## config.mk

```make
export PLATFORM = sky130hd
export DESIGN_NAME = uc_multiciclo
export DESIGN_NICKNAME = d
export VERILOG_FILES = /design/src/rtl/uc_multiciclo.sv
export SDC_FILE = /design/constraint.sdc
export NUM_CORES = 1
export LEC_CHECK = 0
export CAP_MARGIN = 15
export CORE_ASPECT_RATIO = 0.75
export CORE_MARGIN = 5
export CORE_UTILIZATION = 30
export CTS_BUF_LIST = sky130_fd_sc_hd__clkbuf_4 sky130_fd_sc_hd__clkbuf_8
export CTS_CLUSTER_DIAMETER = 60
export DETAILED_ROUTE_END_ITERATION = 8
export PLACE_DENSITY = 0.79
export REMOVE_ABC_BUFFERS = 1
export SYNTH_ARGS = -nofsm -noshare
export SYNTH_HDL_FRONTEND = slang
export SYNTH_SLANG_ARGS = --single-unit
export TNS_END_PERCENT = 20
```

## constraint.sdc

```tcl
create_clock -name clk -period 2.11 [get_ports clk]
set_input_delay 0.5275 -clock clk [delete_from_list [all_inputs] [get_ports clk]]
set_output_delay 0.5275 -clock clk [all_outputs]
set_load 0.01 [all_outputs]
```

## src/rtl/uc_multiciclo.sv

```systemverilog
// Multicycle RISC-V control unit (lw, sw, R-type, I-type ALU, beq, jal).
//
// Ports:
//   clk        - single clock, rising-edge state updates
//   reset      - asynchronous active-low reset (0 = reset asserted)
//   op/f3/f7   - opcode, funct3 and funct7 fields of the instruction register
//   zero       - ALU zero flag, drives the beq PC update
//   memReady   - unified memory access complete this cycle
//   pcWrite, adrSrc, memWrite, irWrite, resultSrc, aluSrcA, aluSrcB,
//   immSrc, regWrite, aluControl - datapath controls
//   state      - current FSM state, for debug/verification only
module uc_multiciclo (
  input  logic       clk,
  input  logic       reset,
  input  logic [6:0] op,
  input  logic [2:0] f3,
  input  logic [6:0] f7,
  input  logic       zero,
  input  logic       memReady,
  output logic       pcWrite,
  output logic       adrSrc,
  output logic       memWrite,
  output logic       irWrite,
  output logic [1:0] resultSrc,
  output logic [1:0] aluSrcA,
  output logic [1:0] aluSrcB,
  output logic [1:0] immSrc,
  output logic       regWrite,
  output logic [2:0] aluControl,
  output logic [3:0] state
);

  localparam logic [6:0] OpLw   = 7'b0000011;
  localparam logic [6:0] OpSw   = 7'b0100011;
  localparam logic [6:0] OpR    = 7'b0110011;
  localparam logic [6:0] OpI    = 7'b0010011;
  localparam logic [6:0] OpBeq  = 7'b1100011;
  localparam logic [6:0] OpJal  = 7'b1101111;

  typedef enum logic [3:0] {
    StFetch    = 4'd0,
    StDecode   = 4'd1,
    StMemAdr   = 4'd2,
    StMemRead  = 4'd3,
    StMemWb    = 4'd4,
    StMemWrite = 4'd5,
    StExecuteR = 4'd6,
    StAluWb    = 4'd7,
    StExecuteI = 4'd8,
    StJal      = 4'd9,
    StBeq      = 4'd10
  } state_t;

  state_t     stateQ, stateD;
  logic [1:0] aluOp;
  logic       pcWr, memWr, irWr, regWr;

  // Only f7[5] distinguishes sub from add.
  logic unusedF7;
  assign unusedF7 = ^{f7[6], f7[4:0]};

  always_ff @(posedge clk or negedge reset) begin
    if (!reset) begin
      stateQ <= StFetch;
    end else begin
      stateQ <= stateD;
    end
  end

  always_comb begin
    stateD = StFetch;
    case (stateQ)
      StFetch:    stateD = memReady ? StDecode : StFetch;
      StDecode: begin
        case (op)
          OpLw, OpSw: stateD = StMemAdr;
          OpR:        stateD = StExecuteR;
          OpI:        stateD = StExecuteI;
          OpJal:      stateD = StJal;
          OpBeq:      stateD = StBeq;
          default:    stateD = StFetch;
        endcase
      end
      StMemAdr: begin
        if (op == OpLw) begin
          stateD = StMemRead;
        end else if (op == OpSw) begin
          stateD = StMemWrite;
        end else begin
          stateD = StFetch;
        end
      end
      StMemRead:  stateD = memReady ? StMemWb : StMemRead;
      StMemWrite: stateD = memReady ? StFetch : StMemWrite;
      StExecuteR, StExecuteI, StJal: stateD = StAluWb;
      default:    stateD = StFetch;
    endcase
  end

  always_comb begin
    pcWr      = 1'b0;
    adrSrc    = 1'b0;
    memWr     = 1'b0;
    irWr      = 1'b0;
    resultSrc = 2'b00;
    aluSrcA   = 2'b00;
    aluSrcB   = 2'b00;
    regWr     = 1'b0;
    aluOp     = 2'b00;
    case (stateQ)
      StFetch: begin
        aluSrcB   = 2'b10;
        resultSrc = 2'b10;
        irWr      = memReady;
        pcWr      = memReady;
      end
      StDecode: begin
        aluSrcA = 2'b01;
        aluSrcB = 2'b01;
      end
      StMemAdr: begin
        aluSrcA = 2'b10;
        aluSrcB = 2'b01;
      end
      StMemRead:  adrSrc = 1'b1;
      StMemWrite: begin
        adrSrc = 1'b1;
        memWr  = 1'b1;
      end
      StMemWb: begin
        resultSrc = 2'b01;
        regWr     = 1'b1;
      end
      StExecuteR: begin
        aluSrcA = 2'b10;
        aluOp   = 2'b10;
      end
      StExecuteI: begin
        aluSrcA = 2'b10;
        aluSrcB = 2'b01;
        aluOp   = 2'b10;
      end
      StAluWb:    regWr = 1'b1;
      StJal: begin
        aluSrcA = 2'b01;
        aluSrcB = 2'b10;
        pcWr    = 1'b1;
      end
      StBeq: begin
        aluSrcA = 2'b10;
        pcWr    = zero;
        aluOp   = 2'b01;
      end
      default: ;
    endcase
  end

  always_comb begin
    aluControl = 3'b000;
    case (aluOp)
      2'b01: aluControl = 3'b001;
      2'b10: begin
        case (f3)
          3'b000:  aluControl = (op[5] & f7[5]) ? 3'b001 : 3'b000;
          3'b010:  aluControl = 3'b101;
          3'b110:  aluControl = 3'b011;
          3'b111:  aluControl = 3'b010;
          default: aluControl = 3'b000;
        endcase
      end
      default: aluControl = 3'b000;
    endcase
  end

  always_comb begin
    case (op)
      OpSw:    immSrc = 2'b01;
      OpBeq:   immSrc = 2'b10;
      OpJal:   immSrc = 2'b11;
      default: immSrc = 2'b00;
    endcase
  end

  // Strobes are gated by the raw reset so they drop in the same instant reset falls.
  assign pcWrite  = pcWr & reset;
  assign irWrite  = irWr & reset;
  assign memWrite = memWr & reset;
  assign regWrite = regWr & reset;
  assign state    = stateQ;

endmodule
```

==> out/results.ini, run 1 <==
[global_routing]
grt_pass1_wl_um = 3780
grt_max_degree = 12
grt_pass1_vias = 888
antenna_found_initial = 0
gr-total-overflow = 0
gr-usage-all-layers = 0.164

[worst_setup_path]
path_buf_inv = 1
crit_chain = and2b_1 -> nand2_1 -> a21oi_2 -> ha_2 -> nand2_2 -> nor4_2 -> buf_2
critical_path.max_fanout = 2
crit_type = register to output pin
cp-start-kind = register
end_kind = output pin
crit_family = simple AND/OR/NAND/NOR gates
crit_required_ps = 1580
crit_path_top_delay_cell = dfrtp_1
max_stage_delay_ps = 390
worstPathArrival_ps = 1700

[timing]
period_share = 1.06
setup_viol = 4
finalHoldViolCount = 0
drv_slew = 0
postLayoutSetupSlackWorst_ps = -120
skew_ps = 0.829
layout_min_cycle_time_ps = 2230
rsz0062_at_grt = true
fmax_mhz = 448
hold_slack_ps = 650
final.setup.tns_ps = -227
slew_headroom = 0.748
worstMarginPinSlew_ps = 374

[synth]
synth_seq_cells = 4
synth_most_common_cell = nand2_1
synth_top_area_frac = 0.170
synth_seq_area_share = 0.170
synth-main-ff-cell = dfrtp_1
synthCells = 85
synth_edf_count = 0
synth_area_leader_cell = dfrtp_1
ys_warn_count = 0
synth_cell_types = 39
async_reset_ff_frac = 1.00
synth_area_per_cell_um2 = 6.92
synth_area_leaders = dfrtp_1, nand2_1, nor2_1, inv_1, a21oi_1
syn-cell-area_um2 = 588
ys_top_cells_by_count = nand2_1, nor2_1, inv_1

[pwr]
power.density_mw_per_mm2 = 302
ir_worst_vdd_mv = 0.188
power_frac_clock = 0.265
p_seq_frac = 0.239
combPwrFrac = 0.496
power.internal_uw = 241
leakage_nw = 0.577
swShare = 0.331
switchingPower_uw = 119

[cells_and_area]
antenna_cells = 0
largest_reg_flops = 4
nNetsFinal = 172
fill_cells = 154
drive_above_1_share = 0.442
area_growth_pct = 103

[placed_design]
hpwl_um = 1720
finalWeightedCongestion = 0.766
portBuffers = 34

[floorplanning]
core_area_mm2 = 0.00181
num_rows = 13
pin_count = 41
initial_core_util = 0.326
dieArea_mm2 = 0.00295
die_w_um = 61.1
die_h_um = 48.3

[clock_network]
hold_buffers = 0
htreeDepth = 1
numCtsBuffers = 3
cts_buffer_depth = 2
cts_tree = yes
cts_sinks = 4
path_clk_slew_ps = 40
insertion_delay_ps = 230
cts_root_buf = clkbuf_4

[route]
wl_per_cell_um = 13.6
wl_um = 2310
drtAntennaViolNets = 0
drt_first_iter_violations = 28
dr.pass1.iters = 4
drcViolationCount = 0
via_per_inst = 5.20
vias = 879

[min_path]
hp-class = input pin to asynchronous set/reset pin

[outcome]
violations = negative setup slack
status = complete, but fails checks

[flow_run]
maxCapViolations = 0

[stage by stage]
step	util	std cells	power, mW	setup WS, ps	instance area [um2]
2_1_floorplan	-	81	0.151	-126	569
3_3_place_gp	0.627	163	0.260	-667	1130
3_5_place_dp	0.627	163	0.264	-723	1130
4_1_cts	0.654	169	0.359	-148	1180
5_1_grt	0.660	169	0.389	-196	1190
6_report	0.660	169	0.360	-120	1190
[timing repair]
item,in CTS,in global routing
setup endpoints to repair,16,11
gates cloned,0,0
pin swaps,9,9
endpoints found under the hold margin,0,0
buffers inserted,3,0
gates resized for setup,60,19
[cells by family after synthesis]
| kind of cell | count (synthesis) | synth area share |
|---|---|---|
| simple gates | 42 | 0.402 |
| compound gates | 20 | 0.232 |
| buf+inv | 13 | 0.0894 |
| flops | 4 | 0.170 |
| fa+ha+maj | 3 | 0.0596 |
| xor+xnor | 2 | 0.0298 |
| mux | 1 | 0.0170 |
[final cells by class]
type                    instances  area, um2  share of cell area
repair buffers                 63        513               0.431
inverters                       9       33.8              0.0284
clock buffers                   3       22.5              0.0189
multi-input cells              68        493               0.414
well taps                      22       27.5              0.0231
flip-flops and latches          4        101              0.0851
[per-layer routing]
layer  vias to the layer above  track usage  share of wire
met5                         -            0              0
met4                         0       0.0433              0
met3                         0       0.0529          0.075
met2                        34        0.285           0.52
met1                       406        0.188           0.40
li1                        439            -              -
[power groups by stage]
stage / Sequential, mW / Clock (mW) / Combinational, mW
after detailed placement: 0.0854 / 0 / 0.179
after floorplan: 0.0934 / 0 / 0.0579
after global placement: 0.0849 / 0 / 0.175
final: 0.0860 / 0.0951 / 0.178
after global routing: 0.0867 / 0.111 / 0.192
after CTS: 0.0852 / 0.0987 / 0.175
[worst register-to-register path, stage by stage (launching register included)]
cell and delay (ps):
dfrtp_1 390, buf_6 130, buf_8 130, buf_4 140, or4_4 540, o311ai_1 290
[worst paths after layout]
check,startpoint,endpoint,slack (ps),depth (start not counted)
setup reg to reg,state[3],state[1],380,5
max in group asynchronous,reset,state[0],1350,2
min in group clk,op[4],state[3],750,5
hold / removal,reset,state[2],650,2
setup / recovery,state[3],aluControl[2],-120,7
hold reg to reg,state[2],state[3],820,3
[placed cells by master (no fill, tap or decap), types with 3 or more instances in the layout]
master	instances
dfrtp_1	3
clkbuf_2	3
nand2b_1	3
inv_1	7
clkdlybuf4s50_1	11
buf_4	27
nor2_1	7
dlygate4sd2_1	6
nand2_1	7
clkbuf_4	3
o21ai_0	3
a21oi_1	4
buf_2	8
(Power assumes the default switching activity.)
==> run 2, diff against run 1 <==
--- a/constraint.sdc
+++ b/constraint.sdc
@@ -3,2 +3,2 @@
 set_output_delay 0.5275 -clock clk [all_outputs]
-set_load 0.01 [all_outputs]
+set_load 0.1 [all_outputs]
==> run 2 against run 1 <==
  * The flow still finishes with violations (negative setup slack)
  * Sequential power barely moved
  * Final cell count rose by 4.7%
  * Core utilization rose by 24 points
  * Critical endpoint unchanged
  * Highest routed layer is now met4
==> out/results.ini, run 2 (synthesis gave the netlist of run 1 again) <==
[outcome]
status = complete, but fails checks  ; unchanged
violations = negative setup slack  ; unchanged

[clock_network]
cts_root_buf = clkbuf_4  ; unchanged
cts_sinks = 4  ; unchanged
cts_tree = yes  ; unchanged
insertion_delay_ps = 260  ; was 230 ps
hold_buffers = 0  ; unchanged
cts_buffer_depth = 2  ; unchanged
htreeDepth = 1  ; unchanged
path_clk_slew_ps = 50  ; was 40 ps
numCtsBuffers = 3  ; unchanged

[timing]
setup_viol = 9  ; was 4
skew_ps = 13.1  ; was 0.829 ps
slew_headroom = 0.711  ; was 0.748
period_share = 1.15  ; was 1.06
final.setup.tns_ps = -1550  ; was -227 ps
finalHoldViolCount = 0  ; unchanged
worstMarginPinSlew_ps = 430  ; was 374 ps
postLayoutSetupSlackWorst_ps = -311  ; was -120 ps
layout_min_cycle_time_ps = 2420  ; was 2230 ps
drv_slew = 0  ; unchanged
rsz0062_at_grt = true  ; unchanged
fmax_mhz = 413  ; was 448 MHz

[cells_and_area]
register_area_um2 = 100  ; was 101 um2
multiInputGateArea_um2 = 608  ; was 493 um2
drive_above_1_share = 0.613  ; was 0.442
nNetsFinal = 180  ; was 172
post-route-util = 0.904  ; was 0.660
final_common_cell = buf_4  ; unchanged
fill_cells = 67  ; was 154
antenna_cells = 0  ; unchanged
largest_reg_flops = 4  ; unchanged
layout_common_cells = buf_4, buf_12, inv_1, nand2_1, clkdlybuf4s50_1  ; was buf_4, clkdlybuf4s50_1, buf_2
area_growth_pct = 177  ; was 103%

[route]
wl_um = 3750  ; was 2310 um
drt_first_iter_violations = 48  ; was 28
wl_per_cell_um = 21.2  ; was 13.6 um
drcViolationCount = 0  ; unchanged
drtAntennaViolNets = 0  ; unchanged
via_per_inst = 5.94  ; was 5.20
vias = 1052  ; was 879
dr.pass1.iters = 4  ; unchanged

[floorplanning]
pin_count = 41  ; unchanged
initial_core_util = 0.326  ; unchanged
die_h_um = 48.3  ; unchanged
core_area_mm2 = 0.00181  ; unchanged
num_rows = 13  ; unchanged
die_w_um = 61.1  ; unchanged
dieArea_mm2 = 0.00295  ; unchanged

[pwr]
p_seq_frac = 0.140  ; was 0.239
switchingPower_uw = 312  ; was 119 uW
swShare = 0.506  ; was 0.331
ir_worst_vdd_mv = 0.424  ; was 0.188 mV
power.density_mw_per_mm2 = 378  ; was 302 mW/mm2
power_frac_clock = 0.181  ; was 0.265
combPwrFrac = 0.679  ; was 0.496
power.internal_uw = 304  ; was 241 uW
leakage_nw = 0.729  ; was 0.577 nW

[global_routing]
grt_max_degree = 15  ; was 12
gr-total-overflow = 0  ; unchanged
grt_pass1_wl_um = 5040  ; was 3780 um
gr-usage-all-layers = 0.225  ; was 0.164
antenna_found_initial = 0  ; unchanged
grt_pass1_vias = 1041  ; was 888

[worst_setup_path]
end_kind = output pin  ; unchanged
ff2ff_setup_slack_ps = 300  ; was 380 ps
r2r-end = state[2]  ; was state[1]
crit_type = register to output pin  ; unchanged
startpoint = state[1]  ; was state[3]
crit_path_top_delay_cell = dfrtp_1  ; unchanged
r2r_start = state[1]  ; was state[3]
path_buf_inv = 2  ; was 1
max_stage_delay_ps = 420  ; was 390 ps
crit_family = simple AND/OR/NAND/NOR gates  ; unchanged
worstPathArrival_ps = 1890  ; was 1700 ps
ff2ff_path_depth = 6  ; was 5
crit_required_ps = 1580  ; about the same
crit_chain = nor2_2 -> nand2_2 -> a21oi_4 -> ha_4 -> nor4_4 -> buf_4 -> buf_12  ; was and2b_1 -> nand2_1 -> a21oi_2 -> ha_2 -> nand2_2 -> nor4_2 -> buf_2
critical_path.max_fanout = 4  ; was 2
cp-start-kind = register  ; unchanged

[flow_run]
maxCapViolations = 0  ; unchanged

[placed_design]
place_ws_ps = -494  ; was -723 ps
portBuffers = 34  ; unchanged
finalWeightedCongestion = 0.819  ; was 0.766
hpwl_um = 1960  ; was 1720 um

[min_path]
hp-class = input pin to asynchronous set/reset pin  ; unchanged

[run 2: changes by cell type in the layout (fill, tap and decap cells not counted), moves of 4 or more]
cell / previous run / this run
buf_12: 0 / 21
clkdlybuf4s50_1: 11 / 5
dlygate4sd2_1: 6 / 2
buf_4: 27 / 34
buf_2: 8 / 0
nor2_1: 7 / 3
[run 2: repair_timing]
action,CTS,global route
setup endpoints to repair,10,14
endpoints found under the hold margin,0,0
buffers inserted,6,3
gates resized for setup,29,34
pin swaps,11,11
[run 2: layout make-up]
| type | instances | area share |
|---|---|---|
| clock buffer | 3 | 0.0138 |
| inverter | 9 | 0.0222 |
| multi-input combinational | 68 | 0.373 |
| sequential | 4 | 0.0613 |
| tap | 22 | 0.0169 |
| timing repair buffer | 71 | 0.513 |
[run 2: per-layer routing]
layer / wire length, um / track usage / vias to the layer above
met4: 145 / 0.0758 / 0
met1: 1370 / 0.240 / 521
met3: 318 / 0.0820 / 20
met5: 0 / 0 / -
li1: - / - / 449
met2: 1910 / 0.396 / 62
[run 2: how the worst max path moves through the flow]
stage                    end  slack, ps  cells after the start
2_1_floorplan  aluControl[2]      -3200                      5
3_3_place_gp       immSrc[0]       -430                      5
3_5_place_dp       immSrc[0]       -490                      5
4_1_cts        aluControl[2]       -330                      8
5_1_grt        aluControl[2]       -360                      7
6_report       aluControl[2]       -310                      7
[run 2: power groups by stage]
stage	registers [mW]	clock network, mW	logic (mW)
2_1_floorplan	0.117	0	0.171
3_3_place_gp	0.0848	0	0.368
3_5_place_dp	0.0854	0	0.374
4_1_cts	0.0846	0.109	0.386
5_1_grt	0.0859	0.115	0.432
6_report	0.0860	0.112	0.419
[run 2: metrics by stage]
stage	hold slack [ps]	instance area, um2	total power [mW]	std cells
final	283	1630	0.616	177
after global routing	287	1630	0.632	177
after detailed placement	823	1350	0.460	165
after CTS	634	1480	0.580	174
after floorplan	232	569	0.288	81
after global placement	748	1350	0.452	165
==> run 3, diff against run 2 <==
SLEW_MARGIN = 20   (was default)
==> results of run 3 <==
No change in the layout: final DEF, timing and power equal those of run 2.
==> RTL change, RTL diff (flow settings as in run 2) <==
Make the reset (`reset`) synchronous in one clocked block. Comments in the files are not updated.
--- a/src/rtl/uc_multiciclo.sv
+++ b/src/rtl/uc_multiciclo.sv
@@ -59,7 +59,7 @@
   logic unusedF7;
   assign unusedF7 = ^{f7[6], f7[4:0]};
 
-  always_ff @(posedge clk or negedge reset) begin
+  always_ff @(posedge clk) begin
     if (!reset) begin
       stateQ <= StFetch;
     end else begin
Check against the original RTL: differs if reset is asserted again (counterexample within 4 cycles, from zero or initial values and one cycle with reset low); with reset held inactive, the same outputs for 10 cycles.
==> RTL change against run 2 <==
The flow still finishes with violations (negative setup slack); sequential cell count stayed put; worst setup slack got worse by 21 ps; core utilization is 13 points lower; design area is 4.8% lower; power shrank 36%; area after synthesis is 7.0% higher; routed wire length down 19%; clock skew is 11 ps lower.
==> RTL change: results (changes against run 2) <==
share of cells above drive strength 1 50.32% (was 61.29%); fill count 124 (was 67); Commonest cells post-synth a21oi_1, nand2_1, nor2_1 (was nand2_1, nor2_1, inv_1); worst r2r dst state[1] (was state[2]); Slew @ Worst Pin 573.4 ps (was 429.7 ps); Synth cell types 34 (was 39); vias in the first global route 973 (was 1041); Met1 Wirelength 1.134 mm (was 1.372 mm); flop2flop setup slack 330 ps (was 300 ps); r2r startpoint state[2] (was state[1]); Synth Area in Adders 3.976% (was 5.957%); Worst Slack Setup Final -332.0 ps (was -310.6 ps); Worst Hold Class reg2reg (was in2async); CP Max Fanout 3 (was 4); Placed Instance Area 1383 sq um (was 1348 sq um); failing checks negative setup slack (unchanged); Worst Path Arrival 1910 ps (was 1890 ps); Syn Inst Count 94 (was 85); initial DRC count 58 (was 48); DR vias/cell 5.674 (was 5.944); WL/cell 16.84 um (was 21.16 um); Final Setup Violations 6 (was 9); outcome complete, but fails checks (unchanged); maximum vdd drop 0.2090 mV (was 0.4237 mV); final WL 3.048 mm (was 3.746 mm); mux cell area share after synthesis 0% (was 1.702%)
==> RTL change: cell types whose count changed in the layout (fill, tap and decap cells not counted), moves of 3 or more <==
cell                    run 2  this run
a21oi_1                     3         8
buf_4                      34        30
dfrtp_1                     4         0
nand2_1                     5         9
and2_1                      0         3
clkdlybuf4s50_1             5         8
dlygate4sd2_1               2         5
nand2_2                     4         1
nor3_2                      3         0
nor4_2                      0         3
==> RTL change: worst max-delay path, cell delays in order <==
cell and delay [ps]:
clkdlybuf4s50_1 520, nand2_1 170, nor4_2 290, a21o_1 230, buf_12 180
==> RTL change: timing repair <==
| action | 4_1_cts | 5_1_grt |
|---|---|---|
| pin swaps | 5 | 4 |
| endpoints found under the hold margin | 0 | 0 |
| resized for setup | 20 | 16 |
| endpoints found under the setup margin | 9 | 9 |
| buffers inserted | 2 | 1 |
==> RTL change: area by class of cell <==
class | count | share of cell area, %
repair buffers | 65 | 49.60
multi-input cells | 79 | 40.02
flip-flops and latches | 4 | 5.556
well taps | 24 | 1.932
clock buffers | 3 | 1.449
inverters | 6 | 1.449
==> RTL change: kinds of logic after synthesis <==
logic type	count (synthesis)
XOR/XNOR	2
flip-flops	4
AO/OA/AOI/OAI	25
adder cells (fa/ha/maj)	2
AND/OR/NAND/NOR	50
buffers and inverters	11
==> RTL change: per-layer routing <==
| metal | track usage (%) | vias to the layer above |
|---|---|---|
| li1 | - | 464 |
| met1 | 21.82 | 486 |
| met2 | 30.72 | 65 |
| met3 | 2.955 | 12 |
| met4 | 6.360 | 0 |
| met5 | 0 | - |
==> RTL change: power breakdown <==
part,internal [mW],switching (mW)
Sequential,0.0765,0.00239
Clock,0.0636,0.0312
Combinational,0.0932,0.128
==> RTL change: worst max path at each step <==
stage | startpoint | to | slack, ps | cells after the start
2_1_floorplan | state[3] | irWrite | -3410 | 2
3_3_place_gp | op[1] | immSrc[0] | -230 | 5
3_5_place_dp | op[2] | immSrc[0] | -310 | 4
4_1_cts | state[3] | aluControl[2] | -270 | 9
5_1_grt | state[3] | aluControl[2] | -360 | 8
6_report | op[1] | immSrc[0] | -330 | 5
==> RTL change: stage by stage <==
stage / setup slack (ps) / setup TNS, ps / util (%) / hold WS [ps]
final: -332.0 / -1177 / 77.82 / 752.8
after global placement: -226.3 / -860.6 / 69.24 / 657.4
after CTS: -265.3 / -1011 / 73.62 / 747.7
after floorplan: -3413 / -27350 / - / 643.6
after detailed placement: -310.9 / -1038 / 69.24 / 671.5
after global routing: -361.8 / -1679 / 77.82 / 773.7
